--- src/rtl/tone_detector.sv ---
// Square-wave pitch tracker: measures input half-periods and maps a stable pair to a 7-bit note ID.
// Result registered k+3 cycles after the launching edge (k = octave shifts, <= 10); no backpressure.
module tone_detector #(
   parameter int unsigned TIMEOUT = 1048575,
   parameter int unsigned TOL     = 3
) (
   input  logic       clk,
   input  logic       reset,
   input  logic       lineIn,
   output logic [6:0] noteID,
   output logic       noteValid,
   output logic       noteChanged
);

   localparam logic [19:0] HP_MAX    = '1;
   localparam logic [19:0] TIMEOUT_C = 20'(TIMEOUT);
   localparam logic [19:0] TOL_C     = 20'(TOL);

   typedef enum logic [1:0] {IDLE, NORM, CLASS, UPD} state_t;

   state_t      state, state_n;
   logic        sync1, sync2, sync3;
   logic        line_edge;
   logic [19:0] hp, prev_h, diff;
   logic        timeout, launch;
   logic [19:0] m;
   logic [3:0]  k;
   logic [3:0]  note;
   logic [7:0]  id_calc, id_r;
   logic        norm_shift, match;

   assign line_edge  = sync2 ^ sync3;
   assign timeout    = (hp >= TIMEOUT_C);
   assign diff       = (hp > prev_h) ? (hp - prev_h) : (prev_h - hp);
   assign launch     = line_edge && (prev_h != '0) && (diff <= TOL_C) && (state == IDLE);
   assign norm_shift = (m >= 20'd528) && (k < 4'd10);

   always_ff @(posedge clk or negedge reset) begin
      if (!reset) begin
         sync1  <= 1'b0;
         sync2  <= 1'b0;
         sync3  <= 1'b0;
         hp     <= '0;
         prev_h <= '0;
      end else begin
         sync1 <= lineIn;
         sync2 <= sync1;
         sync3 <= sync2;
         // An edge coinciding with a timeout still seeds prev_h from the captured count.
         if (line_edge) begin
            hp     <= 20'd1;
            prev_h <= hp;
         end else begin
            if (hp != HP_MAX) hp <= hp + 20'd1;
            if (timeout) prev_h <= '0;
         end
      end
   end

   always_comb begin
      note = 4'd11;
      if      (m >= 20'd498) note = 4'd0;
      else if (m >= 20'd470) note = 4'd1;
      else if (m >= 20'd444) note = 4'd2;
      else if (m >= 20'd419) note = 4'd3;
      else if (m >= 20'd395) note = 4'd4;
      else if (m >= 20'd373) note = 4'd5;
      else if (m >= 20'd352) note = 4'd6;
      else if (m >= 20'd333) note = 4'd7;
      else if (m >= 20'd314) note = 4'd8;
      else if (m >= 20'd296) note = 4'd9;
      else if (m >= 20'd279) note = 4'd10;
      id_calc = 8'(8'd12 * (8'd10 - {4'd0, k})) + {4'd0, note};
      match   = (m >= 20'd264) && (m <= 20'd527) && (id_calc <= 8'd127);
   end

   always_comb begin
      state_n = state;
      case (state)
         IDLE:  if (launch) state_n = NORM;
         NORM:  if (!norm_shift) state_n = CLASS;
         CLASS: state_n = match ? UPD : IDLE;
         UPD:   state_n = IDLE;
         default: state_n = IDLE;
      endcase
   end

   always_ff @(posedge clk or negedge reset) begin
      if (!reset) begin
         state <= IDLE;
         m     <= '0;
         k     <= '0;
         id_r  <= '0;
      end else begin
         state <= state_n;
         if (launch) begin
            m <= hp;
            k <= '0;
         end else if (state == NORM && norm_shift) begin
            m <= m >> 1;
            k <= k + 4'd1;
         end
         if (state == CLASS) id_r <= id_calc;
      end
   end

   always_ff @(posedge clk or negedge reset) begin
      if (!reset) begin
         noteID      <= '0;
         noteValid   <= 1'b0;
         noteChanged <= 1'b0;
      end else begin
         noteChanged <= 1'b0;
         if (timeout) begin
            noteID      <= '0;
            noteValid   <= 1'b0;
            noteChanged <= (noteID != '0);
         end else if (state == UPD) begin
            noteID      <= id_r[6:0];
            noteValid   <= (id_r != '0);
            noteChanged <= (id_r[6:0] != noteID);
         end
      end
   end

endmodule

--- config.mk ---
export PLATFORM = sky130hd
export DESIGN_NAME = tone_detector
export DESIGN_NICKNAME = d
export VERILOG_FILES = /design/src/rtl/tone_detector.sv
export SDC_FILE = /design/constraint.sdc
export NUM_CORES = 1
export LEC_CHECK = 0
export ABC_AREA = 1
export CORE_MARGIN = 10
export CORE_UTILIZATION = 30
export DETAILED_ROUTE_END_ITERATION = 8
export DONT_BUFFER_PORTS = 1
export PLACE_DENSITY_LB_ADDON = 0.25
export SETUP_SLACK_MARGIN = 0.5
export SLEW_MARGIN = 20
export SYNTH_ARGS = -nofsm -noshare
export SYNTH_HDL_FRONTEND = slang
export SYNTH_SLANG_ARGS = --single-unit
--- constraint.sdc ---
create_clock -name clk -period 3 [get_ports clk]
set_input_delay 0.6 -clock clk [delete_from_list [all_inputs] [get_ports clk]]
set_output_delay 0.6 -clock clk [all_outputs]
set_load 0.05 [all_outputs]
---- After elaboration in Yosys (flattened, before gate mapping) ----
Cells that the tools add are included.
word-level totals
  bits in registers ....................... 86
  bits in latches ......................... 0
  RAM bits ................................ 0
  memory bits (read-only) ................. 0
  output and inout port bits .............. 9
  word-level logic and storage cells ...... 92
  memories kept ........................... 0
operators by class
  $add $sub $neg .......................... 6
  $mul .................................... 1
  div/mod/pow operators ................... 0
  order comparisons ....................... 19
  equality and inequality tests ........... 7
  shifts and indexed selects .............. 0
  mux-type cells .......................... 30
  bitwise operators ....................... 1
  reduce and logical (&&, ||, !) cells .... 16
operators with widths
  operator                 number
  $ge A20 B9 Y1 const B    12
  $mux W20                 7
  $mux W4                  10
  $sub A20 B20 Y20         2
  $add A20 B1 Y20 const B  1
  $ge A20 B10 Y1 const B   1
  $ge A20 B20 Y1 const B   1
  $gt A20 B20 Y1           1
  $le A20 B10 Y1 const B   1
  $le A20 B2 Y1 const B    1
  $ne A20 B20 Y1 const B   1
  $reduce_bool A20 Y1      1
  $mux W7                  2
  $mux W2                  5
  $add A8 B4 Y8            1
  $le A8 B7 Y1 const B     1
  $mul A2 B8 Y6 const A    1
  $pmux W2 S4              1
  $reduce_bool A2 Y1       4
  $reduce_bool A8 Y1       1
  $logic_and A1 B1 Y1      7
  $ne A7 B7 Y1             1
  $reduce_bool A7 Y1       1
  $mux W1                  5
  9 further kinds          11

---- Logic depth before layout (Yosys ltp) ----
Gate-level depths: netlist (run 1).
  word-level depth ........................ 17
  mapped depth ............................ 25

---- Worst setup path before layout (run 1) ----
No wires, ideal clock.
  path type ............................... register to register
  from .................................... register hp[0]
  to ...................................... register m[0]
  setup time .............................. 0.117 ns
  arrival ................................. 2.690 ns
  data required time ...................... 2.883 ns
  slack ................................... 0.193 ns
  stages on the path, launching flop included .. 20
  buffers on the path ..................... 1
  period minus slack after synthesis ...... 2.807 ns
  cell sequence ........................... dfrtp_1 -> inv_1 -> ha_1 -> inv_1 -> fa_1 -> nand3_1 -> nand3_1 -> nand3_2 -> nand3_2 -> nand2_4 -> nand2_2 -> nand3_1 -> nand2_1 -> nor2_1 -> nand3_2 -> nor2_8 -> nand3_4 -> buf_6 -> nand3_1 -> nand2_1
between the ends
  word-level cells in the longest chain between the ends .. 6
  elaborated cells between the ends (all ways) .. 9
RTL lines
  element                                                    line  RTL
  start: declaration                                         24    logic [19:0] hp, prev_h, diff;
  start signal: assignment                                   54    if (hp != HP_MAX) hp <= hp + 20'd1;
  $sub A20 B20 Y20 / $gt A20 B20 Y1 (equally long branches)  34    assign diff = (hp > prev_h) ? (hp - prev_h) : (prev_h - hp);
  $mux W20                                                   34
  $le A20 B2 Y1                                              35    assign launch = line_edge && (prev_h != '0) && (diff <= TOL_C) && (state == IDLE);
  $logic_and A1 B1 Y1 (2 in series)                          35
  $mux W20 / $reduce_bool A2 Y1 (equally long branches)      n/a
  end signal: assignment                                     97    m <= hp;
  end signal: assignment                                     100   m <= m >> 1;
  end: declaration                                           26    logic [19:0] m;
Several ways; a longest one is shown, not always the timed one.
A chain may end at the register's enable or synchronous reset.

---- Worst setup path in the final report (run 1) ----
  from .................................... register prev_h[0]
  to ...................................... register m[8]
between the ends
  word-level cells in the longest chain between the ends .. 6
  elaborated cells between the ends (all ways) .. 11
RTL lines
  element                                                    line  RTL
  start: declaration                                         24
  start signal: assignment                                   52    prev_h <= hp;
  $sub A20 B20 Y20 / $gt A20 B20 Y1 (equally long branches)  34
  $mux W20                                                   34
  $le A20 B2 Y1                                              35
  $logic_and A1 B1 Y1 * (2 in series)                        35
  $mux W20 / $reduce_bool A2 Y1 (equally long branches)      n/a
Mark *: on every way between the ends. The rest lies on a longest branch, timed or not.

==> flow_summary.json, run 1 <==
{
  "slowest_stage": "dfrtp_1",
  "crit_path_max_incr_delay_ps": 420,
  "io-pin-count": 12,
  "hold_viol": 86,
  "leakagePower_nw": 4.986,
  "worstSkewPairLatency_ps": 350,
  "drt_iter0_markers": 520,
  "violations": "negative hold slack",
  "fin_skew_ps": 12.14,
  "totalWireLength_um": 23800,
  "synth_mux_area_share_pct": 0,
  "synth_compound_area_share_pct": 9.881,
  "ir_drop_v": 0.0004441,
  "yosysTopAreaCellShare_pct": 28.76,
  "drv_cap": 0,
  "grt_pass1_wl_um": 38100,
  "antenna_found_initial": 0,
  "yosys.area_share.simple_pct": 38.87,
  "place_area_mm2": 0.008421,
  "viasPerCell": 4.868,
  "fin_crit_ps": 2937,
  "synth_top_family_by_area": "simple AND/OR/NAND/NOR gates",
  "grt_pass1_vias": 7193,
  "critPathKind": "flip-flop to flip-flop",
  "avgRoutedWirePerCell_um": 15.06,
  "dr.pass1.iters": 5,
  "crit_top_cell": "nand3_2",
  "synth_flop_cell": "dfrtp_1",
  "pre_cts_ws_ps": 32.38,
  "tns_ps": 0,
  "vias": 7691,
  "clkSinkCount": 86,
  "cp-start-kind": "flip-flop",
  "die_w_um": 177.9,
  "async_reset_ff_share_pct": 100.0,
  "relSlewSlack_pct": 52.88,
  "hp-class": "input port to async pin",
  "multi_input_comb_area_mm2": 0.005263,
  "setup_viol": 0,
  "nets": 1305,
  "synth_nets": 1218,
  "path_cells": "buf_6, ha_4, inv_4, fa_2, nand3_2, nand3_4, nand3_2, nand3_4, nand2_8, nand2_4, nand3_2, nand2_1, nor2_1, nand3_2, nor2_8, nand3_4, clkbuf_16, nand3_1, nand2_1",
  "outcome": "finished, violations left",
  "antennaDiodeCount": 0,
  "r2r_cells": 19,
  "synth-edff-count": 0,
  "crit_start": "prev_h[0]",
  "ys_ff_latch": 86,
  "syn_avg_cell_area_um2": 6.429,
  "rsz0062_at_grt": "true",
  "fillerInstances": 2598,
  "grtUsageTotal_pct": 14.77,
  "yosys.area_share.xor_xnor_pct": 2.458,
  "drcViolationCount": 0,
  "crit_required_ps": 3240,
  "postRouteAntennaNets": 0,
  "row_count": 57,
  "slew_violations": 0,
  "synthAdderAreaFrac_pct": 8.928,
  "ys_seq_area_share_pct": 28.76,
  "synth_cells": 1164,
  "fin_crit_sh_pct": 97.89,
  "endpoint_kind": "flip-flop",
  "worstPathArrival_ps": 3180,
  "grt_overflow": 0,
  "r2r_slack_ps": 60,
  "synth.area.top_cells": "dfrtp_1 29%, nand2_1 20%, inv_1 8.7%",
  "portBuffers": 0,
  "areaGrowthSynthToFinish_pct": 29.43,
  "cts_buffers": 9,
  "core_region_area_mm2": 0.02446,
  "drive_gt1_share_pct": 23.65,
  "hold_ws_ps": -63.39,
  "dieArea_mm2": 0.03166,
  "cts_tree": "yes",
  "synth.distinct_cells": 50,
  "globalplace.congestion": 0.9245,
  "die_y_um": 177.9,
  "hpwlAfterDp_um": 17890,
  "cts_root_buf": "clkbuf_16",
  "fin_area_mm2": 0.009686,
  "max_freq_mhz": 340.5,
  "start_util_pct": 30.59,
  "htreeDepth": 3,
  "regArea_mm2": 0.002156,
  "r2r_start": "prev_h[0]",
  "clockBufferDepth": 2,
  "yosys.area.top_type": "dfrtp_1",
  "grt_max_degree": 87,
  "path_clk_slew_ps": 70,
  "path_max_fanout": 15,
  "timing.rr.end": "m[8]",
  "syn_area_mm2": 0.007483,
  "cellPowerDensity_mw_per_mm2": 666.7,
  "worstMarginPinSlew_ps": 706.1,
  "synth_warnings": 0,
  "postLayoutSetupSlackWorst_ps": 63.27,
  "fin_util_pct": 39.59
}
[how the worst max path moves through the flow]
stage	slack [ps]	depth (start not counted)	endpoint
5_1_grt	-90	21	m[8]
3_5_place_dp	30	21	k[2]
4_1_cts	170	21	m[13]
2_1_floorplan	400	19	m[0]
3_3_place_gp	60	21	m[8]
6_report	60	19	m[8]
[sequential cells by signal (all words and copies together) (netlist names), 2 cells and up]
signal,count
m,20
prev_h,20
id_r,8
state,2
hp,20
k,4
noteID,7
[timing repair]
action                                  in CTS  in global routing
resized for setup                           69                 76
endpoints found under the hold margin       86                 86
pin swaps                                   23                 30
cloned                                       1                  2
setup buffers                               36                 11
endpoints found under the setup margin      31                 34
[power breakdown]
part | internal (W) | switching [W] | leakage (nW)
Sequential | 0.00125 | 0.000131 | 1.18
Clock | 0.000656 | 0.000515 | 0.144
Combinational | 0.00177 | 0.00213 | 3.66
[logic make-up after synthesis]
family                   after synthesis
flip-flops                            86
AO/OA/AOI/OAI                        126
AND/OR/NAND/NOR                      670
adder cells (fa/ha/maj)               51
XOR/XNOR                              21
buffers and inverters                210
[per-layer routing]
metal | vias up | share of wire, % | global-route usage (%)
met2 | 183 | 45 | 22.55
met5 | - | 0 | 0
li1 | 3899 | - | -
met4 | 0 | 0.82 | 2.605
met1 | 3597 | 50 | 21.74
met3 | 12 | 4.7 | 1.976
[worst max-delay path: cells and delay by family (launching register included)]
family	cells	cell delay, ps
buf+inv	3	390
flops	1	420
simple gates	14	1510
fa+ha+maj	2	510
[layout by cell type (no fill, tap or decap), drive strengths merged, types with 3 or more instances in the layout]
cell type,n
xor2,15
dfrtp,86
nor3,14
ha,47
a21oi,47
nand4,35
buf,99
nor4,13
o22ai,22
fa,4
inv,187
o21ai,30
a211oi,5
nor2,100
xnor2,6
clkbuf,11
nand3,88
nand2,412
a31oi,3
nand3b,3
[stage by stage]
| step | power, W | std cells |
|---|---|---|
| after floorplan | 0.003271 | 1164 |
| after global placement | 0.003976 | 1514 |
| after detailed placement | 0.003974 | 1514 |
| after CTS | 0.005778 | 1567 |
| after global routing | 0.006964 | 1580 |
| final | 0.006457 | 1580 |
[final cells by class]
type / instances / share of cell area, %
Multi-Input combinational cell: 868 / 54.33
Sequential cell: 86 / 22.26
Timing Repair Buffer: 101 / 8.888
Inverter: 185 / 7.195
Tap cell: 324 / 4.186
Clock buffer: 9 / 2.325
Clock inverter: 7 / 0.8138
[synthesized netlist by cell type (2+ instances only)]
cell type and number:
a211oi_1 5, a21boi_0 2, a21o_1 2, a21oi_1 46, a31oi_1 3, buf_2 4, buf_4 2, buf_6 4
clkbuf_1 15, dfrtp_1 86, fa_1 4, ha_1 47, inv_1 174, inv_2 10, nand2_1 401, nand2_2 10
nand3_1 83, nand3_2 4, nand3b_1 3, nand4_1 35, nor2_1 92, nor2_2 4, nor2_4 3, nor3_1 13
nor4_1 13, o2111ai_1 2, o211ai_1 2, o21a_1 2, o21ai_0 30, o22ai_1 22, o31ai_1 2, or2_2 2
xnor2_1 6, xor2_1 15
No activity file was read; power rests on OpenSTA's default activity.
==> inputs of run 2 (changes only) <==
CAP_MARGIN = 40   (was default)
==> results of run 2 <==
The final DEF is identical to that of run 1; final timing and power are the same.
==> inputs of run 3 (changes only) <==
GPL_TIMING_DRIVEN = 0   (was default)
==> run 3 against run 2 <==
Against the previous run: the run still ends with negative hold slack left; global-route usage fell by 0.18 points; cell count fell by 0.32%; clock power rose by 9%; via count fell by 0.21%; sequential share of layout area rose by 0.36 points; core utilization fell by 0.58 points; critical path type unchanged; critical endpoint is now m[2]; largest power group unchanged.
==> flow_summary.json, run 3 (synthesis gave the netlist of run 1 again) <==
{
  "outcome": "finished, violations left",
  "violations": "negative hold slack",
  "cellPowerDensity_mw_per_mm2": 641.8,
  "viasPerCell": 4.873,
  "cellInternalPower_w": 0.003523,
  "r2r_cells": 19,
  "areaGrowthSynthToFinish_pct": 27.54,
  "hold_ws_ps": -48.08,
  "power_frac_clock_pct": 20.8,
  "nets": 1301,
  "r2r_start": "hp[0]",
  "dieArea_mm2": 0.03166,
  "power_frac_comb_pct": 57.0,
  "clkSinkCount": 86,
  "row_count": 57,
  "worst-path-stages": 19,
  "slew_violations": 0,
  "critPathKind": "flip-flop to flip-flop",
  "worstMarginPinSlew_ps": 629.5,
  "crit_start": "hp[0]",
  "crit_required_ps": 3230,
  "globalplace.congestion": 0.8913,
  "vias": 7675,
  "slowest_stage": "dfrtp_1",
  "avgRoutedWirePerCell_um": 14.86,
  "antennaDiodeCount": 0,
  "clockBufferDepth": 2,
  "crit_path_max_incr_delay_ps": 420,
  "relSlewSlack_pct": 58.03,
  "crit_top_cell": "nand3_4",
  "path_cells": "inv_2, ha_4, inv_4, fa_2, nand3_2, nand3_4, nand3_4, nand3_4, nand2_4, nand2_2, nand3_1, nand2_1, nor2_2, nand3_2, nor2_8, nand3_4, buf_8, nand3_1, nand2_1",
  "path_buf_inv": 3,
  "die_w_um": 177.9,
  "fin_util_pct": 39.02,
  "portBuffers": 0,
  "max_freq_mhz": 337.5,
  "core_region_area_mm2": 0.02446,
  "seqPwrFrac_pct": 22.2,
  "rsz0062_at_grt": "true",
  "timing.rr.end": "m[2]",
  "drv_cap": 0,
  "antenna_found_initial": 0,
  "grt_max_degree": 87,
  "leakagePower_nw": 4.929,
  "cts_buffers": 9,
  "die_y_um": 177.9,
  "fin_crit_ps": 2963,
  "worstSkewPairLatency_ps": 340,
  "fin_skew_ps": 12.03,
  "cts_tree": "yes",
  "hp-class": "input port to async pin",
  "start_util_pct": 30.59,
  "fin_crit_sh_pct": 98.75,
  "path_clk_slew_ps": 70,
  "place_area_mm2": 0.008149,
  "ir_drop_v": 0.0003800,
  "crit_family": "simple AND/OR/NAND/NOR gates",
  "worstPathArrival_ps": 3190,
  "htreeDepth": 3,
  "drt_iter0_markers": 656,
  "switching_share_pct": 42.49,
  "final_common_cell": "nand2_1",
  "grt_pass1_vias": 7110,
  "dr.pass1.iters": 5,
  "hold_viol": 86,
  "io-pin-count": 12,
  "final_cell_mix": "360 x nand2_1, 151 x inv_1, 81 x dfrtp_1, 73 x nor2_1, 65 x buf_4",
  "grtUsageTotal_pct": 14.59,
  "totalWireLength_um": 23410,
  "grt_overflow": 0,
  "postRouteAntennaNets": 0,
  "pre_cts_ws_ps": -254.8,
  "drive_gt1_share_pct": 22.86,
  "p_sw_w": 0.002603,
  "cts_root_buf": "clkbuf_16",
  "crit_end": "m[2]",
  "cp-start-kind": "flip-flop",
  "endpoint_kind": "flip-flop",
  "postLayoutSetupSlackWorst_ps": 37.46,
  "setup_viol": 0,
  "path_max_fanout": 10,
  "grt_pass1_wl_um": 37590,
  "fin_area_mm2": 0.009544,
  "hpwlAfterDp_um": 17540,
  "reg_top3": "hp x20, m x20, prev_h x20",
  "r2r_slack_ps": 40,
  "fillerInstances": 2542,
  "drcViolationCount": 0
}
-- run 3: cell types whose count changed in the layout (fill, tap and decap cells not counted), moves of 4 or more --
cell,before,now
inv_1,164,151
nor2_4,8,12
ha_4,19,15
clkbuf_1,0,13
buf_6,8,14
inv_4,1,7
inv_2,19,26
buf_4,88,65
-- run 3: worst min path at each step --
stage | cells past startpoint | start | slack, ps | to
after floorplan | 0 | reset | 300 | hp[0]
after global placement | 0 | reset | 310 | noteChanged
after detailed placement | 0 | reset | 310 | noteChanged
after CTS | 0 | reset | -60 | id_r[6]
after global routing | 0 | reset | -60 | noteID[4]
final | 0 | reset | -50 | id_r[4]
-- run 3: area by class of cell --
cell class              count  area [um2]  area share (%)
multi-input cells         870        5213           54.61
flip-flops and latches     86        2158           22.61
inverters                 185       711.9           7.459
repair buffers             70       555.5           5.821
well taps                 324       405.4           4.248
clock buffers               9       225.2           2.360
plain buffers              25       163.9           1.717
clock inverters             6       111.4           1.167
-- run 3: metal layers --
| metal | track usage (%) | vias up | share of wire, % |
|---|---|---|---|
| met4 | 2.744 | 0 | 1.1 |
| li1 | - | 3905 | - |
| met3 | 1.849 | 19 | 3.6 |
| met5 | 0 | - | 0 |
| met1 | 21.37 | 3586 | 51 |
| met2 | 22.41 | 165 | 45 |
-- run 3: power by group through the flow --
stage          combinational (W)  sequential (W)  clock (W)
2_1_floorplan            0.00192         0.00135          0
3_3_place_gp             0.00244         0.00138          0
3_5_place_dp             0.00246         0.00138          0
4_1_cts                  0.00291         0.00136    0.00131
5_1_grt                  0.00388         0.00137    0.00135
6_report                 0.00349         0.00136    0.00127
-- run 3: timing repair --
action                                  4_1_cts  5_1_grt
endpoints found under the setup margin       56       36
pin swaps                                    25       27
buffers inserted                             43       24
endpoints found under the hold margin        86       86
gates resized for setup                      99       68
gates cloned                                  5        0
-- run 3: through the flow --
step | TNS, ps | std cells | total power [W]
final | 0 | 1575 | 0.006126
after global routing | -2377 | 1575 | 0.006602
after CTS | 0 | 1551 | 0.005569
after detailed placement | -5914 | 1488 | 0.003834
after global placement | -5787 | 1488 | 0.003820
after floorplan | 0 | 1164 | 0.003271
